File: config.mk
export PLATFORM = sky130hd
export DESIGN_NAME = bcd_to_bin_seq
export DESIGN_NICKNAME = d
export VERILOG_FILES = /design/src/rtl/bcd_to_bin_seq.sv
export SDC_FILE = /design/constraint.sdc
export NUM_CORES = 1
export LEC_CHECK = 0
export CORE_MARGIN = 5
export CORE_UTILIZATION = 54
export CTS_CLUSTER_DIAMETER = 100
export DETAILED_ROUTE_END_ITERATION = 16
export PLACE_DENSITY_LB_ADDON = 0.12
export SLEW_MARGIN = 10
export SYNTH_ARGS = -nofsm -noshare
export SYNTH_HDL_FRONTEND = slang
export SYNTH_SLANG_ARGS = --single-unit
File: constraint.sdc
create_clock -name clk -period 1.9 [get_ports clk]
set_input_delay 0.475 -clock clk [delete_from_list [all_inputs] [get_ports clk]]
set_output_delay 0.475 -clock clk [all_outputs]
set_load 0.02 [all_outputs]
File: src/rtl/bcd_to_bin_seq.sv
// Sequential BCD-to-binary converter using reverse double-dabble.
// A packed BCD value is latched on start, checked for illegal digits, then
// shifted right one bit per clock with a subtract-3 correction on every digit.
// The binary result saturates to all ones when it exceeds OUT_W bits.
//
// Handshake: start is sampled only while idle (busy=0); busy stays high from
// the accepting edge through CHECK, CONV and DONE; done is a one-cycle pulse
// marking the cycle in which bin_out/ovf/err first show the new result.
module bcd_to_bin_seq #(
    parameter int DIGITS = 3,
    parameter int OUT_W  = 8
) (
    input  logic                  clk,
    input  logic                  rst_n,
    input  logic                  start,
    input  logic [4*DIGITS-1:0]   bcd_in,
    output logic                  busy,
    output logic                  done,
    output logic [OUT_W-1:0]      bin_out,
    output logic                  ovf,
    output logic                  err,
    output logic [1:0]            state_dbg
);

    localparam int BW = 4 * DIGITS;
    localparam int CW = $clog2(BW + 1);
    localparam logic [CW-1:0] LAST = CW'(BW - 1);

    typedef enum logic [1:0] {
        IDLE  = 2'd0,
        CHECK = 2'd1,
        CONV  = 2'd2,
        DONE  = 2'd3
    } state_t;

    state_t              state;
    state_t              state_nx;
    logic [BW-1:0]       s_reg;
    logic [BW-1:0]       b_reg;
    logic [BW-1:0]       s_step;
    logic [BW-1:0]       b_step;
    logic [2*BW-1:0]     sb_shift;
    logic [BW+OUT_W-1:0] b_ext;
    logic [CW-1:0]       cnt;
    logic                err_pend;
    logic                bad_digit;
    logic                ovf_c;

    assign busy      = (state != IDLE);
    assign state_dbg = state;

    // Flag any latched digit that is not a legal BCD value (above 9).
    always_comb begin
        bad_digit = 1'b0;
        for (int i = 0; i < DIGITS; i++) begin
            if (s_reg[4*i +: 4] > 4'd9) begin
                bad_digit = 1'b1;
            end
        end
    end

    // One reverse double-dabble step: shift {S,B} right, then pull 3 out of
    // every BCD digit whose top bit became set (a digit >= 8 after shifting).
    always_comb begin
        sb_shift = {s_reg, b_reg} >> 1;
        s_step   = sb_shift[2*BW-1:BW];
        b_step   = sb_shift[BW-1:0];
        for (int i = 0; i < DIGITS; i++) begin
            if (s_step[4*i+3]) begin
                s_step[4*i +: 4] = s_step[4*i +: 4] - 4'd3;
            end
        end
    end

    // Saturation detect: any set bit of B above the output width.
    always_comb begin
        b_ext = {{OUT_W{1'b0}}, b_reg};
        ovf_c = |(b_ext >> OUT_W);
    end

    // State register.
    always_ff @(posedge clk or negedge rst_n) begin
        if (!rst_n) begin
            state <= IDLE;
        end else begin
            state <= state_nx;
        end
    end

    // Next-state logic.
    always_comb begin
        state_nx = state;
        case (state)
            IDLE:    if (start) state_nx = CHECK;
            CHECK:   state_nx = bad_digit ? DONE : CONV;
            CONV:    if (cnt == LAST) state_nx = DONE;
            DONE:    state_nx = IDLE;
            default: state_nx = IDLE;
        endcase
    end

    // Working registers: latch on accept, record validity, iterate in CONV.
    always_ff @(posedge clk or negedge rst_n) begin
        if (!rst_n) begin
            s_reg    <= '0;
            b_reg    <= '0;
            cnt      <= '0;
            err_pend <= 1'b0;
        end else begin
            case (state)
                IDLE: begin
                    if (start) begin
                        s_reg    <= bcd_in;
                        b_reg    <= '0;
                        cnt      <= '0;
                        err_pend <= 1'b0;
                    end
                end
                CHECK: err_pend <= bad_digit;
                CONV: begin
                    s_reg <= s_step;
                    b_reg <= b_step;
                    cnt   <= cnt + 1'b1;
                end
                default: ;
            endcase
        end
    end

    // Result registers: written once per conversion, held through IDLE.
    always_ff @(posedge clk or negedge rst_n) begin
        if (!rst_n) begin
            done    <= 1'b0;
            bin_out <= '0;
            ovf     <= 1'b0;
            err     <= 1'b0;
        end else begin
            done <= (state == DONE);
            if (state == DONE) begin
                err <= err_pend;
                ovf <= ~err_pend & ovf_c;
                if (err_pend) begin
                    bin_out <= '0;
                end else if (ovf_c) begin
                    bin_out <= '1;
                end else begin
                    bin_out <= b_ext[OUT_W-1:0];
                end
            end
        end
    end

endmodule
Word level (Yosys, flattened, before mapping)
Cells that the tools add are included.
W data, S select, Z words.
{ "totals": {"word_cells": 50, "output_inout_bits": 14, "register_bits": 42} }
{ "classes": {"n_mux": 19, "order_cmp": 3, "eq_ne": 6, "add_sub_neg": 3, "bitwise_logic": 2, "n_reduce_logical": 8} }
{ "ops": {"columns": ["op", "n"], "rows": [
  ["$pmux W12 S2", 2],
  ["$mux W12", 2],
  ["$mux W8", 2],
  ["$gt A4 B4 Y1 const B", 3],
  ["$mux W4", 3],
  ["$pmux W2 S4", 1],
  ["$pmux W4 S2", 1],
  ["$sub A4 B2 Y4 const B", 2],
  ["$reduce_and A2 Y1", 3],
  ["$reduce_bool A2 Y1", 3],
  ["$mux W1", 5],
  ["$add A4 B1 Y4 const B", 1],
  ["$eq A2 B2 Y1 const B", 2],
  ["$eq A4 B4 Y1 const B", 1],
  ["$mux W2", 2],
  ["$ne A2 B2 Y1 const B", 2],
  ["$reduce_or A4 Y1", 1],
  ["$eq A2 B1 Y1 const B", 1],
  ["$logic_not A2 Y1", 1],
  ["$pmux W1 S2", 1],
  ["$and A1 B1 Y1", 1],
  ["$not A1 Y1", 1]
]} }

Depth between registers and ports, before layout
Gate-level depths: netlist (run 1).
{ "logic_depth": {"word_depth": 6, "mapped_depth": 8} }

Least setup slack after synthesis (run 1)
OpenSTA, ideal clock, no wires.
{ "synth_path": {"path_kind": "reg-to-output", "start": "register state[0] (netlist: state_dbg[0])", "end": "output busy", "arrival_time_ps": 1136, "setup_slack_ps": 289, "t_required_ps": 1425, "stages_incl_launch_ff": 5, "cell_sequence": "dfrtp_1 -> inv_1 -> ha_1 -> buf_4 -> inv_1"} }
{ "synth_between": {"elab_chain_len": 1} }
{ "synth_lines": {"columns": ["element", "line", "source"], "rows": [
  ["start: declaration", "36", "state_t state;"],
  ["start signal: assignment", "86", "state <= state_nx;"],
  ["$reduce_bool A2 Y1", "49", "assign busy = (state != IDLE);"],
  ["end: declaration", "17", "output logic busy,"]
]} }
Every way passes these cells.

Worst setup path in the final report (run 1)
{ "layout_path": {"start": "register state[1] (netlist: state_dbg[1])", "end": "output state_dbg[1]"} }
{ "layout_rtl": {"columns": ["element", "line", "source"], "rows": [
  ["end: declaration", "22", "output logic [1:0] state_dbg"]
]} }
No word-level cell between the ends.

==> impl_summary.md, run 1 <==
Synthesis
The synthesized design devotes to its leading area cell type 51.7% of total area. Of the total synthesized cell area, the portion taken by full adders, half adders and majority gates is 4.31%. The number of nets handed over by synthesis was 220. The unique cell type count in the Yosys netlist is 39. The cell area after technology mapping is 2030 µm².

The cell type with the highest aggregate area in the netlist is sky130_fd_sc_hd__dfrtp_1. Synthesis inferred 42 register bits. The most common cell in the synthesized netlist is sky130_fd_sc_hd__dfrtp_1. Among all flip-flop cells after synthesis, the most frequent one is sky130_fd_sc_hd__dfrtp_1. The main combinational cell family by area after synthesis is compound AO/OA/AOI/OAI gates. Of all flip-flops after synthesis, the portion carrying an async set or reset was 100%. The multiplexer area fraction after synthesis is 4.56%.

The number of synthesized flops with an enable pin is 0. The area fraction in and, or, nand and nor cells after synthesis is 11.6%. Each instance of the synthesized netlist takes up on average 10.3 µm².

Sorting the synthesized cells by how often they occur yields sky130_fd_sc_hd__dfrtp_1, sky130_fd_sc_hd__nand2_1, sky130_fd_sc_hd__o21ai_0, sky130_fd_sc_hd__inv_1, sky130_fd_sc_hd__o21ai_1. After synthesis, flip-flops and latches occupy 51.7% of the total area. The number of instances in the synthesized netlist is 198. During synthesis, Yosys emitted a total of 0 warnings.

The compound-gate portion of the synthesized area is 20.3%. After synthesis, the cell types taking the most area are sky130_fd_sc_hd__dfrtp_1, sky130_fd_sc_hd__o21ai_0, sky130_fd_sc_hd__ha_1. The synthesized-area fraction occupied by xor and xnor cells is 1.72%.

Drt
The count of nets left with antenna violations once routing finished came out at 0. The routed length per placed instance is 14.0 µm. The first TritonRoute pass finished after 4 iterations. The first routing iteration left 98 violations. The total wire length after detailed routing is 3920 µm. For this run, design rule violations remaining after detail routing come to 0. Across all layers, the routed design uses 1556 vias.

The post-detailed-route via-to-cell ratio is 5.58.

Finish
Cells with a size suffix above 1 make up 12.1% of the layout. The area growth from synthesis to layout is 22.4%. For this run, the number of standard cells in the final layout without fillers is 279. In the final design database the tool counted 253 nets. The total inserted antenna cells is 0.

Die
The initial utilization of the core area, before any placement, comes to 55.5%. The floorplan has 22 rows. The I/O pin count is 29. The vertical die dimension is 71.3 µm.

The die covers 5090 µm². The floorplan step defined a core boundary enclosing 3660 µm². The floorplan step set the die width to 71.3 µm.

Timing
Of the available clock period, the critical path in the final layout requires 96.6%. Setup violations remaining at the end of the flow were counted as 0. For the final database, setup skew stands at 4.11 ps. The number of max-slew violations in the final report is 0.

For the pin with the worst max-slew slack, the measured transition is 590 ps. The number of endpoints with negative hold slack in the final report is 0. Summed over all failing endpoints, the final setup total negative slack is 0 ps. The highest achievable clock rate is 545 MHz. The worst path needs 1840 ps of the cycle, external delays included.

Setup repair after global routing left no endpoint under its margin. Measured against its own limit, the worst slew margin works out to 60.7%.

CTS
The clock sink total is 42. The TritonCTS buffer count is 5. The clock tree from TritonCTS is built. The H-tree was split into 2 levels. After clock tree synthesis, the clock-pin slew on the worst setup and hold paths is 70 ps. The master cell of the clock root buffer is sky130_fd_sc_hd__clkbuf_8. For the worst-skew pair, the clock arrives at the later sink with an insertion delay of 290 ps.

Counting along the longest clock path gives a buffer depth of 2.

Critical path
Together, buffers and inverters on the worst path number 2. The signal on the critical path passes through buf_4 -> clkdlybuf4s50_1. In this design, the stage delay of the slowest critical-path cell is 600 ps.

The largest delay contributor family on the critical path is buffers and inverters. The category of the most critical setup path is reg -> out. The required time at the endpoint of the critical path is 1420 ps.

The highest fanout seen on the critical path is 4. The arrival time of data at the critical path endpoint is 1360 ps. STA classifies the critical path startpoint as a flip-flop. For this design, the slowest cell found on the critical path is sky130_fd_sc_hd__clkdlybuf4s50_1. STA classifies the critical path endpoint as an output pin.

Global route
The first-pass GRT wire length is 7130 µm. Entering global routing, the biggest net connects 43 pins. The via count of the first global-routing pass was 1575.

In the global route stage, overall resource usage came out at 17.6%. The number of antenna violations at the first check in global routing was 0. The global-route congestion overflow total is 0.

Placed design
The number of port buffers is 28. The count of placed standard cells including taps is 272. The wire-length estimate of the detail-placed layout is 2920 µm.

At the end of routability-driven placement, the weighted congestion stood at 0.839.

Job
Across the run, the number of max-cap violations was 0.

Power
Dividing total power by cell area gives a power density of 1770 nW/µm². VDD sags by at most 935 µV. Summing internal, switching and leakage power gives 4.41 mW. For this design the static power due to leakage is 1.12 nW.

Worst hold path
In this run the worst hold path is classified as in -> async.

Status
The flow ran to the end, and the final reports show no timing, DRC or antenna violations.
report_power, final:
group / switching [mW] / total (mW) / internal (mW)
clock: 0.283 / 0.703 / 0.420
sequential: 0.291 / 1.53 / 1.24
combinational: 1.19 / 2.18 / 0.987
worst paths after layout:
check / startpoint / slack (ps) / to / cells past startpoint
worst max-delay path: state_dbg[1] / 60 / state_dbg[1] / 2
worst min-delay path: rst_n / 240 / bin_out[1] / 2
worst max register to register: state_dbg[1] / 200 / s_reg[4] / 7
worst min register to register: s_reg[0] / 490 / s_reg[0] / 2
max in group asynchronous: rst_n / 1300 / s_reg[9] / 2
min in group clk: s_reg[0] / 490 / s_reg[0] / 2
cell type report:
| class | count | area, µm² |
|---|---|---|
| clock buffers | 6 | 82.6 |
| flip-flops and latches | 42 | 1050 |
| clock inverters | 1 | 30.0 |
| repair buffers | 36 | 337 |
| multi-input cells | 131 | 871 |
| well taps | 48 | 60.1 |
| fillers | 290 | 1170 |
| inverters | 15 | 56.3 |
what timing repair did:
action / 4_1_cts / 5_1_grt
buffers inserted: 0 / 0
gates resized for setup: 1 / 2
hold buffers: 0 / 0
endpoints found under the setup margin: 1 / 15
gates cloned: 0 / 0
layer usage:
layer	wire length, µm	part of all wire, %	vias up	track usage, %
met2	1910	49	45	29.6
met3	167	4.3	7	3.23
li1	-	-	762	-
met1	1760	45	742	22.0
met5	0	0	-	0
met4	72	1.8	0	7.93
per-stage QoR:
step,area (µm²),hold WS (ps),utilization [%],setup WS [ps]
floorplan,2030,179,-,289
global placement,2370,471,64.6,136
detailed placement,2370,481,64.6,88.0
CTS,2480,259,67.7,35.1
global route,2490,286,67.9,1.09
finish,2490,241,67.9,65.0
cell families after synthesis:
group | Yosys count
compound gates | 67
mux | 9
flops | 42
buf+inv | 25
xor+xnor | 4
fa+ha+maj | 7
simple gates | 44
placed cells by master (no fill, tap or decap), types with 2 or more instances in the layout:
cell	count
sky130_fd_sc_hd__a32oi_1	3
sky130_fd_sc_hd__o21ai_1	12
sky130_fd_sc_hd__xnor2_1	3
sky130_fd_sc_hd__dfrtp_1	42
sky130_fd_sc_hd__nor2_4	2
sky130_fd_sc_hd__ha_1	7
sky130_fd_sc_hd__a21o_1	2
sky130_fd_sc_hd__nand2_1	21
sky130_fd_sc_hd__clkbuf_8	6
sky130_fd_sc_hd__nor2_1	8
sky130_fd_sc_hd__mux2i_1	7
sky130_fd_sc_hd__a22o_1	6
sky130_fd_sc_hd__a21oi_1	4
sky130_fd_sc_hd__buf_4	8
sky130_fd_sc_hd__o22ai_1	11
sky130_fd_sc_hd__o211ai_1	3
sky130_fd_sc_hd__nand3_1	2
sky130_fd_sc_hd__inv_1	14
sky130_fd_sc_hd__nor2b_1	2
sky130_fd_sc_hd__mux2_2	2
sky130_fd_sc_hd__o21ai_0	21
sky130_fd_sc_hd__clkdlybuf4s50_1	25
Power figures use the tool's default switching activity.
==> inputs of run 2 (changes only) <==
PLACE_DENSITY = 0.84   (was not set)
PLACE_DENSITY_LB_ADDON = not set   (was 0.12)
==> run 2 against run 1 <==
Effect of this change: fmax up 0.19%; flip-flop and latch count stayed put; power up 0.72%; setup slack better by 3.5 ps; hold slack lost 7.2 ps; critical endpoint unchanged; largest cell class unchanged.
==> impl_summary.md, run 2 (synthesis gave the netlist of run 1 again) <==
Die
From bottom edge to top edge, the die measures 71.3 µm. The die area is 5090 µm². The initial cell density of the core is 55.5%. The floorplan step set the die width to 71.3 µm. The I/O pin count is 29.

The total area inside the core boundary comes to 3660 µm². In this run the core area contains 22 standard-cell rows.

Critical path
The worst setup path is launched from a flip-flop. The endpoint identified for the worst register-to-register timing path is b_reg[1]. The cell with the largest stage delay on the worst path is sky130_fd_sc_hd__clkdlybuf4s50_1. Grouping stages by cell kind, the critical path spends the most delay in buffers and inverters. The arrival time of data at the critical path endpoint is 1360 ps. The delay of the slowest cell on the worst path is 590 ps.

STA puts the critical path data required time at 1420 ps. The critical path goes through buf_4 -> clkdlybuf4s50_1. The critical path is of the reg -> out type. Of all nets on the critical path, the largest fanout is 4.

The nature of the critical path endpoint is an output pin. Measured in cells, the most critical reg-to-reg path has a length of 7. The worst register-to-register path begins at state_dbg[0]. The worst reg-to-reg setup slack is 320 ps. The number of buffers and inverters on the critical path is 2.

Timing
For the final database, setup skew stands at 4.64 ps. After layout, the worst path uses 96.4% of the clock period. The worst pin sits at a relative slew slack of 61.6%.

The final setup TNS is 0 ps. Setup repair after global routing left no endpoint under its margin. The number of endpoints with negative hold slack in the final report is 0. The highest achievable clock rate is 546 MHz.

The slew at the pin closest to its max-slew limit is 576 ps. The clock period minus final worst setup slack is 1830 ps. The number of max-slew violations in the final report was 0.

The total of endpoints with negative setup slack in the final report is 0.

Drt
The count of nets left with antenna violations once routing finished came out at 0. For this block, the routed nets add up to 3860 µm of wire. The first detailed-routing pass took 4 iterations. Dividing the detail-routed wire length by the instance count gives 13.7 µm. The DRC violation count after routing is 0. For this block, the via count after detailed routing is 1521. Using the TritonRoute via totals, the vias-per-cell ratio works out to 5.41.

The number of violations reported at the end of detailed-routing iteration 0 is 109.

Finish
The sequential cells in the finished layout cover a total of 1050 µm². In the final layout, the multi-input gates occupy 863 µm². Relative to the synthesized area, the layout overhead comes to 22.7%.

For this run, the post-layout net count is 254. The filler cells instantiated in the layout total 288. The leading cell type in the layout, fill and taps excluded is sky130_fd_sc_hd__dfrtp_1.

The post-layout utilization of the core is 68.1%. The library cells used most frequently in the layout, excluding fill and tap cells, are sky130_fd_sc_hd__dfrtp_1, sky130_fd_sc_hd__clkdlybuf4s50_1, sky130_fd_sc_hd__nand2_1, sky130_fd_sc_hd__o21ai_0, sky130_fd_sc_hd__inv_1. The share of cells above drive strength 1 is 12.9%. 0 antenna diodes ended up in the layout.

Placed design
In this run the tool buffered the top-level ports with 28 buffer cells. The half-perimeter wire length after placement is 2810 µm. The final weighted congestion in routability-driven placement is 0.780.

CTS
Clock latency on the worst-skew pair, taken at its later pin, is 290 ps. The number of H-tree levels is 2. The tree is rooted in a sky130_fd_sc_hd__clkbuf_8. The TritonCTS buffer count is 5.

TritonCTS built the clock tree. The clock passes through at most 2 buffers. The clock-pin slew reported for the worst setup and hold paths after clock tree synthesis is 80 ps. The cts-stage hold buffer count is 0. The clock sink total is 42. Post-CTS timing repair inserted 0 buffers for setup.

Global route
The global-route congestion overflow total is 0. The number of antenna violations at the first check in global routing came to 0. The first-pass GRT wire length is 6810 µm. The maximum number of pins on one net before global-route repair is 43. The via count of the first global-routing pass came to 1414. Global routing consumed, over all layers together, 16.7% of the routing resources.

Power
Of the total power, the clock network draws 15.4%. The worst IR drop on VDD is 994 µV. The part of the total power dissipated in combinational logic is 50.1%. The analysis attributes to cell leakage a power of 1.12 nW. The power per cell area is 1780 nW/µm². The share of total power dissipated in sequential elements is 34.4%.

The internal power summed over all cells is 2.67 mW. For this design the total switching power over the nets is 1.77 mW. In this run switching power makes up 39.9% of total power.

Job
Across the run, the number of max-cap violations was 0.

Status
The flow ran to the end, and the final reports show no timing, DRC or antenna violations.

Worst hold path
In this run the worst hold path is classified as in -> async.
==> run 2: final cells by class <==
type	instances	area share (%)
Inverter	15	2.26
Timing Repair Buffer	37	14.2
Multi-Input combinational cell	131	34.6
Tap cell	48	2.41
Clock buffer	5	2.76
Clock inverter	3	1.61
Sequential cell	42	42.1
==> run 2: layer usage <==
metal / wire, µm / global-route usage (%) / part of all wire, % / vias up
li1: - / - / - / 764
met3: 195 / 4.07 / 5.1 / 3
met4: 30 / 3.13 / 0.78 / 0
met5: 0 / 0 / 0 / -
met1: 1790 / 22.9 / 47 / 714
met2: 1830 / 27.1 / 48 / 40
==> run 2: worst max path at each step <==
stage / slack (ps) / from / to / cells after the start
4_1_cts: 50 / state_dbg[1] / state_dbg[1] / 2
2_1_floorplan: 290 / state_dbg[0] / busy / 4
6_report: 70 / state_dbg[1] / state_dbg[1] / 2
3_3_place_gp: 90 / start / b_reg[0] / 5
3_5_place_dp: 50 / start / b_reg[1] / 5
5_1_grt: 20 / state_dbg[1] / state_dbg[1] / 2
==> run 2: power by group through the flow <==
stage / clock [mW] / combinational, mW / sequential [mW]
after floorplan: 0 / 1.43 / 1.65
after global routing: 0.733 / 2.47 / 1.59
after CTS: 0.707 / 2.26 / 1.53
after detailed placement: 0 / 2.26 / 1.54
after global placement: 0 / 2.18 / 1.53
final: 0.686 / 2.23 / 1.53
==> run 2: worst register-to-register path, stage by stage (launching register included) <==
cell	delay (ps)
sky130_fd_sc_hd__dfrtp_1	380
sky130_fd_sc_hd__inv_1	100
sky130_fd_sc_hd__ha_1	170
sky130_fd_sc_hd__buf_4	180
sky130_fd_sc_hd__nand2b_2	100
sky130_fd_sc_hd__nand2_1	260
sky130_fd_sc_hd__buf_4	190
sky130_fd_sc_hd__o22ai_1	80
==> run 2: stage by stage <==
| stage | std cells | hold WS [ps] | instance area (µm²) | total power, mW | setup slack [ps] |
|---|---|---|---|---|---|
| final | 281 | 234 | 2490 | 4.44 | 68.5 |
| after global routing | 281 | 290 | 2490 | 4.79 | 21.1 |
| after CTS | 281 | 250 | 2490 | 4.49 | 51.0 |
| after detailed placement | 273 | 481 | 2390 | 3.80 | 46.4 |
| after global placement | 273 | 469 | 2390 | 3.71 | 94.4 |
| after floorplan | 198 | 179 | 2030 | 3.07 | 289 |
==> run 2: timing repair <==
action | CTS | global route
setup endpoints to repair | 1 | 0
endpoints found under the hold margin | 0 | 0
gates resized for setup | 1 | 0
==> inputs of run 3 (changes only) <==
ABC_AREA = 1   (was not set)
CORE_UTILIZATION = 45   (was 54)
PLACE_DENSITY = 0.73   (was 0.84)
TNS_END_PERCENT = 10   (was not set)
==> run 3 against run 2 <==
Effect of this change: clock power grew 2%; clock skew is essentially flat; routed wire length is 1.7% lower; cell area shrank 2.0%; critical path type unchanged; largest cell class unchanged; synthesized cell count up 9.6%; first-iteration DRC count shrank 5.5%; combinational power shrank 6%.
==> impl_summary.md, run 3 <==
Status
The flow ran to the end, and the final reports show no timing, DRC or antenna violations.

Timing
The number of endpoints with negative hold slack in the final report came to 0. Setup repair after global routing left no endpoint under its margin. The final setup TNS is 0 ps. The number of max-slew violations in the final report was 0. Across all setup checks in the final design, the least slack found is 67.4 ps. The relative slew slack is 65.5%. For the pin with the worst max-slew slack, the measured transition is 518 ps.

Between clock sinks in the finished design, the worst skew comes to 4.44 ps. Setup violations remaining at the end of the flow were counted as 0. Timing would allow up to 546 MHz. The share of the cycle needed by the critical path after routing is 96.5%. The smallest clock period supported by the final layout is computed as 1830 ps.

Critical path
The critical path buffer and inverter count is 2. The cell with the largest stage delay on the worst path is sky130_fd_sc_hd__clkdlybuf4s50_1. The worst register-to-register path has a depth of 7. The required time at the endpoint of the critical path is 1420 ps. In this run the worst path has a maximum fanout of 3. The startpoint type of the worst setup path is a flip-flop. The nature of the critical path endpoint is an output pin.

The worst reg-to-reg setup slack is 290 ps. The worst reg2reg path endpoint is cnt[2]. The arrival time of data at the critical path endpoint is 1360 ps. By startpoint and endpoint, the worst setup path is classified as reg -> out. The largest delay contributor family on the critical path is buffers and inverters. The signal on the critical path passes through buf_4 -> clkdlybuf4s50_1.

The startpoint identified for the worst register-to-register timing path is state_dbg[1]. For this run, the slowest stage of the critical path takes 590 ps.

Global route
The total track usage is 15.5%. Entering global routing, the biggest net connects 24 pins. The number of antenna violations at the first check in global routing came to 0. The first-pass GRT wire length is 6710 µm. The via count of the first global-routing pass was 1518. Global routing finished with a remaining overflow of 0.

Power
IR analysis of the VDD net gives a maximum drop of 1130 µV. The design draws 4.24 mW. Dividing total power by cell area gives a power density of 1730 nW/µm². For this design the static power due to leakage is 1.14 nW.

Placed design
The post-placement worst setup slack is 130 ps. The number of port buffers is 28. At the end of routability-driven placement, the weighted congestion stood at 0.834. The half-perimeter wire length after placement is 2760 µm.

Die
The core region is 4290 µm². The initial cell density of the core is 45.5%. The width of the die is 75.9 µm. The I/O pin count is 29. The floorplan has 24 rows. From bottom edge to top edge, the die measures 75.9 µm. The die covers 5760 µm².

Synthesis
The number of nets in the synthesized netlist is 239. Of all cell types, the one taking the most synthesized area is sky130_fd_sc_hd__dfrtp_1. The synthesized netlist contains 26 unique library cells. Ranked by instance count, the synthesized netlist is headed by sky130_fd_sc_hd__dfrtp_1, sky130_fd_sc_hd__nand2_1, sky130_fd_sc_hd__inv_1, sky130_fd_sc_hd__nor2_1, sky130_fd_sc_hd__o22ai_1. The most common cell in the synthesized netlist is sky130_fd_sc_hd__dfrtp_1. Yosys printed 0 warnings. The flop and latch count out of synthesis is 42. Counting flops with a built-in enable in the synthesized netlist gives 0. The cell area after technology mapping is 1950 µm². The number of instances in the synthesized netlist is 217. The most used flip-flop cell after synthesis is sky130_fd_sc_hd__dfrtp_1. The synthesized design devotes to its leading area cell type 53.8% of total area.

The mean cell area of the mapped netlist is 9.00 µm². The fraction of registers with async set/reset is 100%. Yosys attributes the largest share of cell area to sky130_fd_sc_hd__dfrtp_1, sky130_fd_sc_hd__nand2_1, sky130_fd_sc_hd__inv_1. The share of synthesized area occupied by flip-flops and latches is 53.8%.

CTS
The TritonCTS buffer count is 5. The source-to-sink clock delay at the later pin of the worst-skew pair is 290 ps. After clock tree synthesis, the clock-pin slew on the worst setup and hold paths is 80 ps.

TritonCTS built the clock tree. The number of hold buffers added after CTS was 0. The number of H-tree levels is 2. The clock sink total is 42.

In this run the deepest clock path goes through 2 buffers. In this run the clock root is driven by a sky130_fd_sc_hd__clkbuf_8.

Drt
The remaining antenna violation count is 0. In the final routed layout, each cell accounts on average for 12.3 µm. The post-detailed-route via-to-cell ratio is 5.11. The first routing iteration left 103 violations. The total wire length after detailed routing is 3790 µm. The detailed-route via count is 1568. The detailed-routing iteration count for the pre-antenna-repair pass is 4. The DRC violation count after routing is 0.

Finish
The share of cells above drive strength 1 is 9.80%. Leaving out fill and tap cells, the most frequent cell in the layout is sky130_fd_sc_hd__dfrtp_1. Compared with the post-synthesis result, the final layout area differs by 25.1%. Leaving out fill and tap cells, the most frequent cells in the layout are sky130_fd_sc_hd__dfrtp_1, sky130_fd_sc_hd__nand2_1, sky130_fd_sc_hd__inv_1.

The multi-input combinational cells in the finished layout cover a total of 736 µm². The post-layout utilization of the core is 56.9%. The repair_antennas step left the layout with diodes totalling 0. The net total in the final layout is 276. The sequential cell area is 1050 µm². After filler insertion, the fill cell instance count of the layout stands at 391.

Worst hold path
The worst hold path belongs to the class in -> async.

Job
The tool flagged a number of max-cap violations equal to 0.
==> run 3: cell count changes after synthesis, sizes merged, moves of 7 or more <==
cell   change
nand2     +21
inv       +16
mux2i      -7
nand3      +9
o21ai     -20
nor2       +8
==> run 3: worst max path at each step <==
stage | start | slack (ps) | depth (start not counted) | to
finish | state_dbg[1] | 70 | 2 | state_dbg[1]
global route | state_dbg[0] | 10 | 4 | busy
CTS | state_dbg[0] | 40 | 2 | state_dbg[0]
detailed placement | start | 130 | 8 | s_reg[3]
global placement | state_dbg[0] | 160 | 4 | busy
floorplan | state_dbg[0] | 350 | 8 | cnt[2]
==> run 3: area by class of cell <==
cell class                 instances  area share [%]
timing repair buffer              38            15.0
tap                               52            2.66
clock inverter                     2            1.54
sequential                        42            43.0
multi-input combinational        136            30.1
inverter                          31            4.76
clock buffer                       6            2.97
==> run 3: timing repair <==
| action | 4_1_cts | 5_1_grt |
|---|---|---|
| buffers inserted | 0 | 0 |
| gates resized for setup | 1 | 2 |
| endpoints found under the hold margin | 0 | 0 |
| endpoints found under the setup margin | 1 | 2 |
==> run 3: layer usage <==
layer / GRT usage, % / up-vias / wire (µm)
met1: 18.9 / 731 / 1660
met4: 5.63 / 0 / 54
met3: 4.88 / 5 / 232
met5: 0 / - / 0
met2: 25.8 / 39 / 1840
li1: - / 793 / -
==> run 3: cell families after synthesis <==
| group | count (synthesis) | synth area share (%) |
|---|---|---|
| and+or+nand+nor | 73 | 15.6 |
| AOI/OAI and AO/OA | 54 | 16.7 |
| DFF | 42 | 53.8 |
| buffers and inverters | 39 | 8.52 |
| adders and majority gates | 7 | 4.48 |
| xor gates and xnor gates | 2 | 0.897 |
==> run 3: power breakdown <==
| group | total, mW | internal, mW | leakage, nW | switching, mW |
|---|---|---|---|---|
| sequential | 1.45 | 1.23 | 0.537 | 0.214 |
| combinational | 2.09 | 0.896 | 0.556 | 1.20 |
| clock | 0.699 | 0.392 | 0.0514 | 0.307 |
==> run 3: worst register-to-register path, delay by kind of cell, from the launching register on <==
family                   cells  cell delay (ps)
AND/OR/NAND/NOR              1               60
flip-flops                   1              390
AO/OA/AOI/OAI                2              410
adder cells (fa/ha/maj)      1              250
buffers and inverters        3              390
==> run 3: per-stage QoR <==
stage	std cells	hold WS (ps)	area [µm²]
after floorplan	217	179	1950
after global placement	299	464	2330
after detailed placement	299	475	2330
after CTS	307	150	2440
after global routing	307	167	2440
final	307	146	2440
